--- src/rtl/apb_pkg.sv ---
// Shared APB definitions for the team's master and completer blocks.
//   slave_state_e : completer FSM states
//   state_e       : master FSM states
//   APB_*_WIDTH   : default bus widths
package apb_pkg;

   localparam int unsigned APB_ADDR_WIDTH = 32;
   localparam int unsigned APB_DATA_WIDTH = 32;

   typedef enum logic [1:0] {
      S_IDLE,
      S_WAIT,
      S_RESP
   } slave_state_e;

   typedef enum logic [1:0] {
      IDLE,
      SETUP,
      ACCESS
   } state_e;

endpackage

--- src/rtl/apb_regfile.sv ---
// Word register file behind the APB completer.
// Register 0 is the constant ID_VALUE; registers 1..NUM_REGS-1 are read/write and reset to 0.
// Ports:
//   clk, rst_n : clock, asynchronous active-low reset
//   we         : write enable (writes to index 0 are discarded)
//   widx/wdata : write index and data
//   ridx/rdata : combinational read port
module apb_regfile #(
   parameter int unsigned DATA_WIDTH = 32,
   parameter int unsigned NUM_REGS   = 16,
   parameter logic [31:0] ID_VALUE   = 32'hA9B0_0001,
   localparam int unsigned IDXW      = $clog2(NUM_REGS)
) (
   input  logic                  clk,
   input  logic                  rst_n,
   input  logic                  we,
   input  logic [IDXW-1:0]       widx,
   input  logic [DATA_WIDTH-1:0] wdata,
   input  logic [IDXW-1:0]       ridx,
   output logic [DATA_WIDTH-1:0] rdata
);

   logic [DATA_WIDTH-1:0] regs_q [NUM_REGS];

   // Entry 0 is never written; the read mux substitutes the ID constant for it.
   always_ff @(posedge clk or negedge rst_n) begin
      if (!rst_n) begin
         for (int i = 0; i < int'(NUM_REGS); i++) begin
            regs_q[i] <= '0;
         end
      end else if (we && (widx != '0)) begin
         regs_q[widx] <= wdata;
      end
   end

   always_comb begin
      rdata = regs_q[ridx];
      if (ridx == '0) begin
         rdata = DATA_WIDTH'(ID_VALUE);
      end
   end

endmodule

--- src/rtl/apb_slave_regfile.sv ---
// APB completer fronting a small word-addressed register file.
// Setup-phase address/direction/data/error are latched and used for the whole transfer;
// WAIT_STATES access cycles with PREADY low precede the completion cycle.
// Ports:
//   PCLK, PRESETn           : clock, asynchronous active-low reset
//   PSEL, PENABLE, PWRITE   : APB control
//   PADDR, PWDATA           : byte address, write data
//   PREADY, PRDATA, PSLVERR : completion, read data, error (all from registered state)
module apb_slave_regfile
   import apb_pkg::*;
#(
   parameter int unsigned ADDR_WIDTH  = APB_ADDR_WIDTH,
   parameter int unsigned DATA_WIDTH  = APB_DATA_WIDTH,
   parameter int unsigned NUM_REGS    = 16,
   parameter int unsigned WAIT_STATES = 0,
   parameter logic [31:0] ID_VALUE    = 32'hA9B0_0001
) (
   input  logic                  PCLK,
   input  logic                  PRESETn,
   input  logic                  PSEL,
   input  logic                  PENABLE,
   input  logic                  PWRITE,
   input  logic [ADDR_WIDTH-1:0] PADDR,
   input  logic [DATA_WIDTH-1:0] PWDATA,
   output logic                  PREADY,
   output logic [DATA_WIDTH-1:0] PRDATA,
   output logic                  PSLVERR
);

   localparam int unsigned NBYTES = DATA_WIDTH / 8;
   localparam int unsigned ALSB   = $clog2(NBYTES);
   localparam int unsigned IDXW   = $clog2(NUM_REGS);
   localparam logic [ADDR_WIDTH-1:0] ADDR_LIMIT = ADDR_WIDTH'(NUM_REGS * NBYTES);
   localparam logic [3:0] CNT_INIT = (WAIT_STATES > 0) ? 4'(WAIT_STATES - 1) : 4'd0;

   slave_state_e          state_q, state_d;
   logic [3:0]            cnt_q, cnt_d;
   logic [IDXW-1:0]       idx_q, idx_d;
   logic                  wr_q, wr_d;
   logic [DATA_WIDTH-1:0] wdata_q, wdata_d;
   logic                  err_q, err_d;
   logic [DATA_WIDTH-1:0] rdata_q, rdata_d;

   logic                  setup;
   logic [IDXW-1:0]       paddr_idx;
   logic                  setup_err;
   logic                  rf_we;
   logic [IDXW-1:0]       rf_ridx;
   logic [DATA_WIDTH-1:0] rf_rdata;

   assign setup     = PSEL && !PENABLE;
   assign paddr_idx = PADDR[ALSB +: IDXW];
   assign setup_err = (|PADDR[ALSB-1:0]) || (PADDR >= ADDR_LIMIT) ||
                      (PWRITE && (paddr_idx == '0));

   // With no wait states the read data is captured straight out of the setup cycle,
   // before idx_q holds the index.
   assign rf_ridx = (state_q == S_IDLE) ? paddr_idx : idx_q;
   assign rf_we   = (state_q == S_RESP) && wr_q && !err_q;

   apb_regfile #(
      .DATA_WIDTH (DATA_WIDTH),
      .NUM_REGS   (NUM_REGS),
      .ID_VALUE   (ID_VALUE)
   ) u_regfile (
      .clk   (PCLK),
      .rst_n (PRESETn),
      .we    (rf_we),
      .widx  (idx_q),
      .wdata (wdata_q),
      .ridx  (rf_ridx),
      .rdata (rf_rdata)
   );

   always_comb begin
      state_d = state_q;
      cnt_d   = cnt_q;
      idx_d   = idx_q;
      wr_d    = wr_q;
      wdata_d = wdata_q;
      err_d   = err_q;
      rdata_d = '0; // PRDATA is non-zero only during the completion cycle
      unique case (state_q)
         S_IDLE: begin
            if (setup) begin
               idx_d   = paddr_idx;
               wr_d    = PWRITE;
               wdata_d = PWDATA;
               err_d   = setup_err;
               if (WAIT_STATES > 0) begin
                  state_d = S_WAIT;
                  cnt_d   = CNT_INIT;
               end else begin
                  state_d = S_RESP;
                  rdata_d = (PWRITE || setup_err) ? '0 : rf_rdata;
               end
            end
         end
         S_WAIT: begin
            if (!PSEL) begin
               state_d = S_IDLE;
               cnt_d   = 4'd0;
            end else if (cnt_q == 4'd0) begin
               state_d = S_RESP;
               rdata_d = (wr_q || err_q) ? '0 : rf_rdata;
            end else begin
               cnt_d = cnt_q - 4'd1;
            end
         end
         S_RESP: begin
            state_d = S_IDLE;
         end
         default: begin
            state_d = S_IDLE;
         end
      endcase
   end

   always_ff @(posedge PCLK or negedge PRESETn) begin
      if (!PRESETn) begin
         state_q <= S_IDLE;
         cnt_q   <= 4'd0;
         idx_q   <= '0;
         wr_q    <= 1'b0;
         wdata_q <= '0;
         err_q   <= 1'b0;
         rdata_q <= '0;
      end else begin
         state_q <= state_d;
         cnt_q   <= cnt_d;
         idx_q   <= idx_d;
         wr_q    <= wr_d;
         wdata_q <= wdata_d;
         err_q   <= err_d;
         rdata_q <= rdata_d;
      end
   end

   assign PREADY  = (state_q == S_RESP);
   assign PSLVERR = (state_q == S_RESP) && err_q;
   assign PRDATA  = rdata_q;

endmodule
--- config.mk ---
export PLATFORM = sky130hd
export DESIGN_NAME = apb_slave_regfile
export DESIGN_NICKNAME = d
export VERILOG_FILES = /design/src/rtl/apb_pkg.sv /design/src/rtl/apb_regfile.sv /design/src/rtl/apb_slave_regfile.sv
export SDC_FILE = /design/constraint.sdc
export NUM_CORES = 1
export LEC_CHECK = 0
export BUFFER_PORTS_ARGS = -buffer_cell sky130_fd_sc_hd__buf_2
export CAP_MARGIN = 20
export CORE_MARGIN = 2
export CORE_UTILIZATION = 30
export CTS_CLUSTER_SIZE = 24
export DETAILED_ROUTE_END_ITERATION = 10
export GPL_TIMING_DRIVEN = 0
export PLACE_DENSITY = 0.52
export SYNTH_ARGS = -nofsm -noshare
export SYNTH_HDL_FRONTEND = slang
export SYNTH_SLANG_ARGS = --single-unit
export TNS_END_PERCENT = 5
--- constraint.sdc ---
create_clock -name PCLK -period 6.79 [get_ports PCLK]
set_clock_uncertainty 0.05 [all_clocks]
set_input_delay 0 -clock PCLK [delete_from_list [all_inputs] [get_ports PCLK]]
set_output_delay 0 -clock PCLK [all_outputs]
set_load 0.01 [all_outputs]
==> parameters.txt, run 1 <==
Parameter                              Value

Run status
  Status    complete, no violations

STA
  Max-slew violation total from the final report    0
  Fmax achieved    roughly 250 MHz
  Unrepaired setup endpoints after global routing    no
  Worst hold slack after final layout    0.113 ns
  Portion of the clock cycle consumed by the worst path in the final layout    between 50% and 60%
  Slew at the pin closest to its max-slew limit    ~1.1 ns
  Setup Viol. Count Final    0
  Shortest period the worst path allows    4.02 ns
  Max-slew headroom at the worst pin    between 20% and 30%
  Final Hold Vio Count    0
  Fin Setup TNS    0 ns

Pwr
  Reported leakage power    ~14 nW
  Fraction of power spent switching nets    between 20% and 30%
  Internal power component    just under 6 mW
  Proportion of power drawn by the clock network    44.4%
  Power Dens Cells    approximately 260 nW/um2
  Combinational share of power    under 10%
  Largest vdd supply drop    approximately 0.15 mV
  Net switching component of the power    2.00 mW
  Sequential share of power    ~46%

Floorplanning
  Placement row count    106
  Core Footprint    roughly 84,000 um2
  Width of the die    between 200 and 300 um
  Initial core utilization    a little under a third
  Die Ht    295 um
  Boundary Pins    between 100 and 150
  Die Footprint    87,300 um2

Place
  Detailed Place HPWL    roughly 50,000 um
  Post-placement cell count    about 3,000
  Final RePlAce weighted congestion    approximately 0.79
  Total of buffers placed on input and output ports    about 100
  Placed inst area    ~28,000 um2

Synth
  Number of different library cells in the post-synthesis netlist    33
  Count of flip-flops with a built-in enable after synthesis    0
  Main area contributors after synthesis    sky130_fd_sc_hd__dfrtp_1 (57%), sky130_fd_sc_hd__mux2_2 (23%), sky130_fd_sc_hd__mux4_2 (6.4%)
  Xor/xnor cell area share of the yosys netlist    0%
  Warnings from Yosys    0
  Area share of and/or/nand/nor cells after synthesis    under 10%
  Share of cell area taken by muxes after synthesis    between 30% and 40%
  Number of standard cells after synthesis    1,831
  Fraction of registers with async set/reset    between 90% and 100%
  Net count after synthesis    roughly 1,900
  Total standard cell area after synthesis    around 25,000 um2
  Portion of the post-synthesis area used by sequential elements    a little under three fifths
  Leading cell type by number of instances after synthesis    sky130_fd_sc_hd__dfrtp_1
  Cell type with the largest total area after synthesis    sky130_fd_sc_hd__dfrtp_1
  Mean instance size in the synthesized netlist    13.9 um2
  Count of state elements after synthesis    approximately 580
  Share of the synthesized area in compound gates (AO/OA/AOI/OAI)    ~2.7%
  Commonest cells in the synthesized netlist    sky130_fd_sc_hd__dfrtp_1 (578), sky130_fd_sc_hd__mux2_2 (514), sky130_fd_sc_hd__nand2_1 (203)
  Fraction of the mapped netlist area in adder cells    0%
  Area fraction of the dominant cell type after synthesis    a little under three fifths
  Post-synth top flop    sky130_fd_sc_hd__dfrtp_1
  Largest family of logic cells by synthesized area    multiplexers

Setup path
  Cell depth of the worst flop-to-flop path    6
  Arrival time at the worst endpoint    between 4 and 5 ns
  Worst setup path category    reg2reg
  Required time of the worst setup path    a little over 7 ns
  Critical path startpoint category    register
  Register-to-register path setup slack    2.77 ns
  Critical register-to-register path endpoint    PRDATA[0]
  Critical Path End Type    register
  Worst r2r src    state_q[1]
  Largest fanout of any net on the critical path    10

GRT
  Global-route usage over all layers    ~17%
  Number of antenna violations at the first check in global routing    2
  First-pass GRT wire length    111,000 um
  Via count of the first global-routing pass    17,000
  Largest net degree at the start of global routing    115
  Grt total ovfl    0

Routing
  Via count    16,100
  Vias per inst    roughly 5
  DRC violation total after the first TritonRoute iteration    around 1,100
  Number of remaining DRC errors    0
  Pre-antenna DRT Iters    5
  Remaining number of nets flagged by the antenna check after routing    0
  Final Routed Wirelength    74,800 um
  Routed wirelength normalized by instance count    around 23 um

CTS
  Clock H-tree levels    3
  Clk Latency, worst-skew pair    0.61 ns
  CTS sink cnt    578
  # resized after CTS    0
  Clock-pin slew of the registers on the worst-case setup and hold paths    roughly 0.06 ns
  Root buf cell    sky130_fd_sc_hd__clkbuf_16
  Total CTS buffers    66
  Maximum number of buffers from clock root to sink    3
  Clock tree from TritonCTS    built

Min path
  Hold Crit Endpoint    wdata_q[5]
  Number of stages on the worst hold path    3
  Min-Delay Path Class    in2reg
  Beginning of the worst hold path    PWDATA[5]

Run
  Max_cap viols    0

Layout
  Count of nets after finishing    2,123
  Filler instances    slightly above 8,000
  Proportion of layout cells with a drive suffix above 1    a little over two fifths
  Final core utilization    approximately 36%
  Layout-stage area growth over the synthesis result    18.4%
  Post-route cell area    between 30,000 and 40,000 um2
  Final instance count without filler cells    around 3,200
## registers in the layout, summed over array words and instances, names as in the netlist
register	cells
PRDATA	32
err_q	1
idx_q	4
state_q	1
u_regfile.regs_q	507
wdata_q	32
wr_q	1
## worst max path at each step
stage	slack, ns	endpoint	start
after global placement	-6.06	u_regfile.regs_q[199]	PRESETn
after global routing	2.75	PRDATA[0]	state_q[1]
after detailed placement	2.81	PRDATA[0]	state_q[1]
final	2.77	PRDATA[0]	state_q[1]
after floorplan	4.56	PRDATA[0]	state_q[1]
after CTS	2.80	PRDATA[0]	state_q[1]
## metrics by stage
stage	setup WS, ns	total power [mW]
CTS	2.80	7.90
finish	2.77	7.79
detailed placement	2.81	4.38
floorplan	4.56	4.01
global placement	-6.06	4.35
global route	2.75	8.11
## logic make-up after synthesis
family,count (synthesis)
buffers and inverters,176
flip-flops,578
AO/OA/AOI/OAI,87
multiplexers,650
AND/OR/NAND/NOR,340
## metal layers
metal  GRT usage [%]  share of wire (%)  vias to the layer above
li1                -                  -                     6986
met1            22.8                 44                     8500
met2            28.3                 47                      449
met3            2.96                5.2                      129
met4            7.45                3.8                        2
met5               0              0.013                        -
## layout by cell type, fill, tap and decap left out, drive strengths merged
master,netlist,layout
a41o,1,1
and2,1,1
a221oi,8,8
nand2,203,203
buf,85,197
clkbuf,91,183
a211oi,1,1
inv,0,2
dlygate4sd3,0,43
diode,0,1
nand3,96,96
mux2,520,520
nand2b,3,3
nand4,2,2
nor3,1,1
a21oi,46,46
and3,1,1
nor3b,2,2
nand3b,1,1
or2,1,1
a31oi,7,7
nor2b,2,2
a22oi,1,1
mux2i,58,58
or3,7,7
nor2,12,12
mux4,72,72
clkinv,0,5
nor4,8,8
bufinv,0,1
dfrtp,578,578
clkinvlp,0,1
a2111oi,23,23
## power groups by stage
stage                     Sequential (mW)  Clock [mW]  Combinational, mW
after floorplan                      3.63           0              0.385
after global placement               3.66           0              0.691
after detailed placement             3.66           0              0.718
after CTS                            3.60        3.56              0.741
after global routing                 3.62        3.70              0.792
final                                3.61        3.46              0.728
## critical path, cell delays in order (launching register included)
cell	delay [ns]
sky130_fd_sc_hd__dfrtp_1	0.38
sky130_fd_sc_hd__buf_4	0.20
sky130_fd_sc_hd__mux2_2	0.42
sky130_fd_sc_hd__clkbuf_1	0.70
sky130_fd_sc_hd__clkbuf_1	0.91
sky130_fd_sc_hd__mux4_2	0.43
sky130_fd_sc_hd__a221oi_1	0.73
## final cells by class
class / count / area (um2) / share of cell area [%]
sequential: 578 / 14500 / 47.9
multi-input combinational: 1077 / 10200 / 33.9
clock buffer: 92 / 1960 / 6.51
tap: 1134 / 1420 / 4.70
timing repair buffer: 155 / 1180 / 3.93
buffer: 176 / 787 / 2.61
clock inverter: 9 / 114 / 0.377
antenna: 1 / 2.50 / 0.00829
## timing repair
item | in CTS | in global routing
endpoints found under the hold margin | 231 | 0
buffers inserted | 0 | 0
hold buffers | 44 | 0
No activity file was read; power rests on OpenSTA's default activity.
==> run 2: changes to the inputs <==
- ABC_AREA: unset -> 1
- PLACE_DENSITY: 0.52 -> 0.53
- clock period: 6.79 -> 3.65 ns (I/O delays scaled with it)
==> run 2 against run 1 <==
Clock power grew 81%. Sequential share of layout area about the same. Combinational power grew to 2.7 times the previous value. Total power rose by 91%. Register-to-register slack worse by 2.5 ns. Final cell count increased by 40%. Core utilization down 0.50 points. Worst setup slack lost 2.5 ns. Die area rose by 0.69%. Wire length is 25% higher. Global-route usage increased by 4.0 points. Largest cell class unchanged. Largest power group unchanged.
==> parameters.txt, run 2 <==
Parameter                              Value

Run status
  Status    complete, no violations

Routing
  Vias per inst    4.95 (-0.81%)
  Via count    22,400 (+39%)
  Routed wirelength normalized by instance count    20.7 um (-11%)
  Pre-antenna DRT Iters    8 (+3)
  Number of remaining DRC errors    0 (unchanged)
  Remaining number of nets flagged by the antenna check after routing    0 (unchanged)
  DRC violation total after the first TritonRoute iteration    2,576 (+130%)
  Final Routed Wirelength    93,700 um (+25%)

CTS
  # resized after CTS    0 (unchanged)
  Root buf cell    sky130_fd_sc_hd__clkbuf_16
  Maximum number of buffers from clock root to sink    3 (unchanged)
  Clock H-tree levels    2 (-1)
  Clock tree from TritonCTS    built
  Clock-pin slew of the registers on the worst-case setup and hold paths    0.07 ns (about the same)
  CTS sink cnt    578 (unchanged)
  Total CTS buffers    58 (-12%)
  Clk Latency, worst-skew pair    0.65 ns (+0.04 ns)

Layout
  Count of nets after finishing    3,406 (+60%)
  Proportion of layout cells with a drive suffix above 1    9.83% (-32 points)
  Largest register FFs    507 (unchanged)
  Most frequent cells in the layout    sky130_fd_sc_hd__nand2_1 (1,161), sky130_fd_sc_hd__dfrtp_1 (578), sky130_fd_sc_hd__o21ai_0 (481), sky130_fd_sc_hd__nand3_1 (280)
  Layout-stage area growth over the synthesis result    17.6%
  Leading cell type in the layout, fill and taps excluded    sky130_fd_sc_hd__nand2_1
  Most flops, register    u_regfile.regs_q
  Filler instances    8,859 (+9.0%)

Synth
  Post-synth top flop    sky130_fd_sc_hd__dfrtp_1
  Net count after synthesis    3,196 (+68%)
  Area fraction of the dominant cell type after synthesis    56.4% (-0.39 points)
  Mean instance size in the synthesized netlist    8.21 um2 (-41%)
  Count of state elements after synthesis    578 (unchanged)
  Fraction of registers with async set/reset    100% (unchanged)
  Number of different library cells in the post-synthesis netlist    27 (-18%)
  Main area contributors after synthesis    sky130_fd_sc_hd__dfrtp_1 (56%), sky130_fd_sc_hd__nand2_1 (17%), sky130_fd_sc_hd__o21ai_0 (9.4%)
  Portion of the post-synthesis area used by sequential elements    56.4% (-0.39 points)
  Cell type with the largest total area after synthesis    sky130_fd_sc_hd__dfrtp_1
  Commonest cells in the synthesized netlist    sky130_fd_sc_hd__nand2_1 (1,161), sky130_fd_sc_hd__dfrtp_1 (578), sky130_fd_sc_hd__o21ai_0 (481)
  Count of flip-flops with a built-in enable after synthesis    0 (unchanged)
  Total standard cell area after synthesis    25,700 um2 (+0.70%)
  Number of standard cells after synthesis    3,127 (+71%)
  Leading cell type by number of instances after synthesis    sky130_fd_sc_hd__nand2_1
  Warnings from Yosys    0 (unchanged)

Place
  Final RePlAce weighted congestion    0.921 (+16%)
  Total of buffers placed on input and output ports    102 (unchanged)
  Detailed Place HPWL    68,400 um (+38%)

STA
  Fin Setup TNS    0 ns (unchanged)
  Portion of the clock cycle consumed by the worst path in the final layout    92.5% (+33 points)
  Shortest period the worst path allows    3.37 ns (-0.642 ns)
  Slew at the pin closest to its max-slew limit    1.00 ns (-0.139 ns)
  Fmax achieved    296 MHz (+19%)
  Max-slew violation total from the final report    0 (unchanged)
  Final Hold Vio Count    0 (unchanged)
  Setup Viol. Count Final    0 (unchanged)
  Max-slew headroom at the worst pin    33.4% (+9.3 points)
  Unrepaired setup endpoints after global routing    no

Setup path
  Required time of the worst setup path    4.07 ns (-3.09 ns)
  Launch point of the critical path    state_q[1]
  Critical Path End Type    register
  Worst setup path category    reg2reg
  Largest fanout of any net on the critical path    10 (unchanged)
  Cell depth of the worst flop-to-flop path    9 (+3)
  Critical path startpoint category    register
  Worst r2r src    state_q[1]
  Critical register-to-register path endpoint    PRDATA[20]
  Arrival time at the worst endpoint    3.80 ns (-0.58 ns)
  Register-to-register path setup slack    0.28 ns (-2.50 ns)

GRT
  First-pass GRT wire length    140,000 um (+26%)
  Grt total ovfl    0 (unchanged)
  Global-route usage over all layers    21.4% (+4.0 points)
  Via count of the first global-routing pass    21,300 (+25%)
  Number of antenna violations at the first check in global routing    2 (unchanged)
  Largest net degree at the start of global routing    115 (unchanged)

Pwr
  Power Dens Cells    493 nW/um2 (+91%)
  Reported leakage power    13.5 nW (-6.3%)
  Post-layout total power    14.9 mW (+91%)
  Largest vdd supply drop    0.352 mV (+130%)

Min path
  Number of stages on the worst hold path    4 (+1)
  Hold Crit Endpoint    idx_q[2]
  Beginning of the worst hold path    PENABLE
  Min-Delay Path Class    in2reg

Floorplanning
  Die Footprint    87,900 um2 (+0.69%)
  Width of the die    296 um (+0.34%)
  Core Footprint    85,000 um2 (+1.4%)
  Initial core utilization    30.2% (-0.22 points)
  Placement row count    107 (+0.94%)
  Die Ht    296 um (+0.34%)
  Boundary Pins    103 (unchanged)

Run
  Max_cap viols    0 (unchanged)
run 2: cell count changes after synthesis, sizes merged, moves of 36 or more:
cell	previous run	this run
inv	0	112
nand2	203	1166
mux2i	58	0
o21ai	0	521
nand4	2	38
mux2	520	0
clkbuf	91	161
mux4	72	0
nor2	12	94
nand3	96	293
run 2: per-stage QoR:
step | instances | utilization, % | setup slack [ns] | area [um2] | hold WS [ns]
finish | 4524 | 35.5 | 0.276 | 30200 | 0.0114
global route | 4523 | 35.5 | 0.134 | 30200 | 0.0434
CTS | 4523 | 35.5 | 0.188 | 30200 | 0.000881
detailed placement | 4378 | 32.6 | 0.215 | 27800 | -0.0853
global placement | 4373 | 32.5 | -10.08 | 27600 | 0.162
floorplan | 3127 | - | 1.88 | 25700 | -0.346
run 2: worst max-delay path by stage:
| stage | end | depth (start not counted) | slack, ns |
|---|---|---|---|
| finish | PRDATA[20] | 9 | 0.28 |
| global route | PRDATA[20] | 9 | 0.13 |
| CTS | PRDATA[26] | 9 | 0.19 |
| detailed placement | PRDATA[26] | 9 | 0.22 |
| global placement | u_regfile.regs_q[221] | 1 | -10.08 |
| floorplan | PRDATA[10] | 9 | 1.88 |
run 2: logic make-up after synthesis:
kind of cell	Yosys count	share of synthesized area [%]
flip-flops	578	56.4
AO/OA/AOI/OAI	583	11.4
AND/OR/NAND/NOR	1592	26.0
buffers and inverters	374	6.26
run 2: final cells by class:
type	instances	area, um2	area share [%]
Tap cell	1144	1430	4.74
Clock inverter	20	255	0.846
Antenna cell	1	2.50	0.00829
Buffer	262	1180	3.93
Clock buffer	82	1710	5.67
Multi-Input combinational cell	2175	9590	31.8
Timing Repair Buffer	150	1110	3.67
Inverter	112	420	1.39
Sequential cell	578	14500	47.9
run 2: per-layer routing:
layer / global-route usage, % / up-vias / part of all wire, %
met5: 0 / - / 0.014
li1: - / 10500 / -
met3: 3.62 / 152 / 6.9
met1: 29.9 / 10900 / 45
met2: 33.4 / 770 / 45
met4: 7.65 / 2 / 3.8
run 2: power by group:
part	leakage [nW]	switching (mW)	total, mW	internal, mW
registers	7.99	0.0876	6.67	6.58
clock network	0.964	2.70	6.25	3.55
logic	4.56	1.48	1.95	0.464
run 2: repair_timing:
action | CTS | global route
setup buffers | 0 | 0
endpoints found under the hold margin | 333 | 0
hold buffers | 43 | 0
run 2: worst max-delay path: stages, from the launching register on:
cell	delay, ns
sky130_fd_sc_hd__dfrtp_1	0.48
sky130_fd_sc_hd__buf_6	0.20
sky130_fd_sc_hd__nor3_4	0.65
sky130_fd_sc_hd__nand3_1	0.13
sky130_fd_sc_hd__nor2_1	0.13
sky130_fd_sc_hd__nand2_1	0.16
sky130_fd_sc_hd__nor2_2	0.55
sky130_fd_sc_hd__buf_2	0.35
sky130_fd_sc_hd__nand2_1	0.09
sky130_fd_sc_hd__nor2_1	0.39
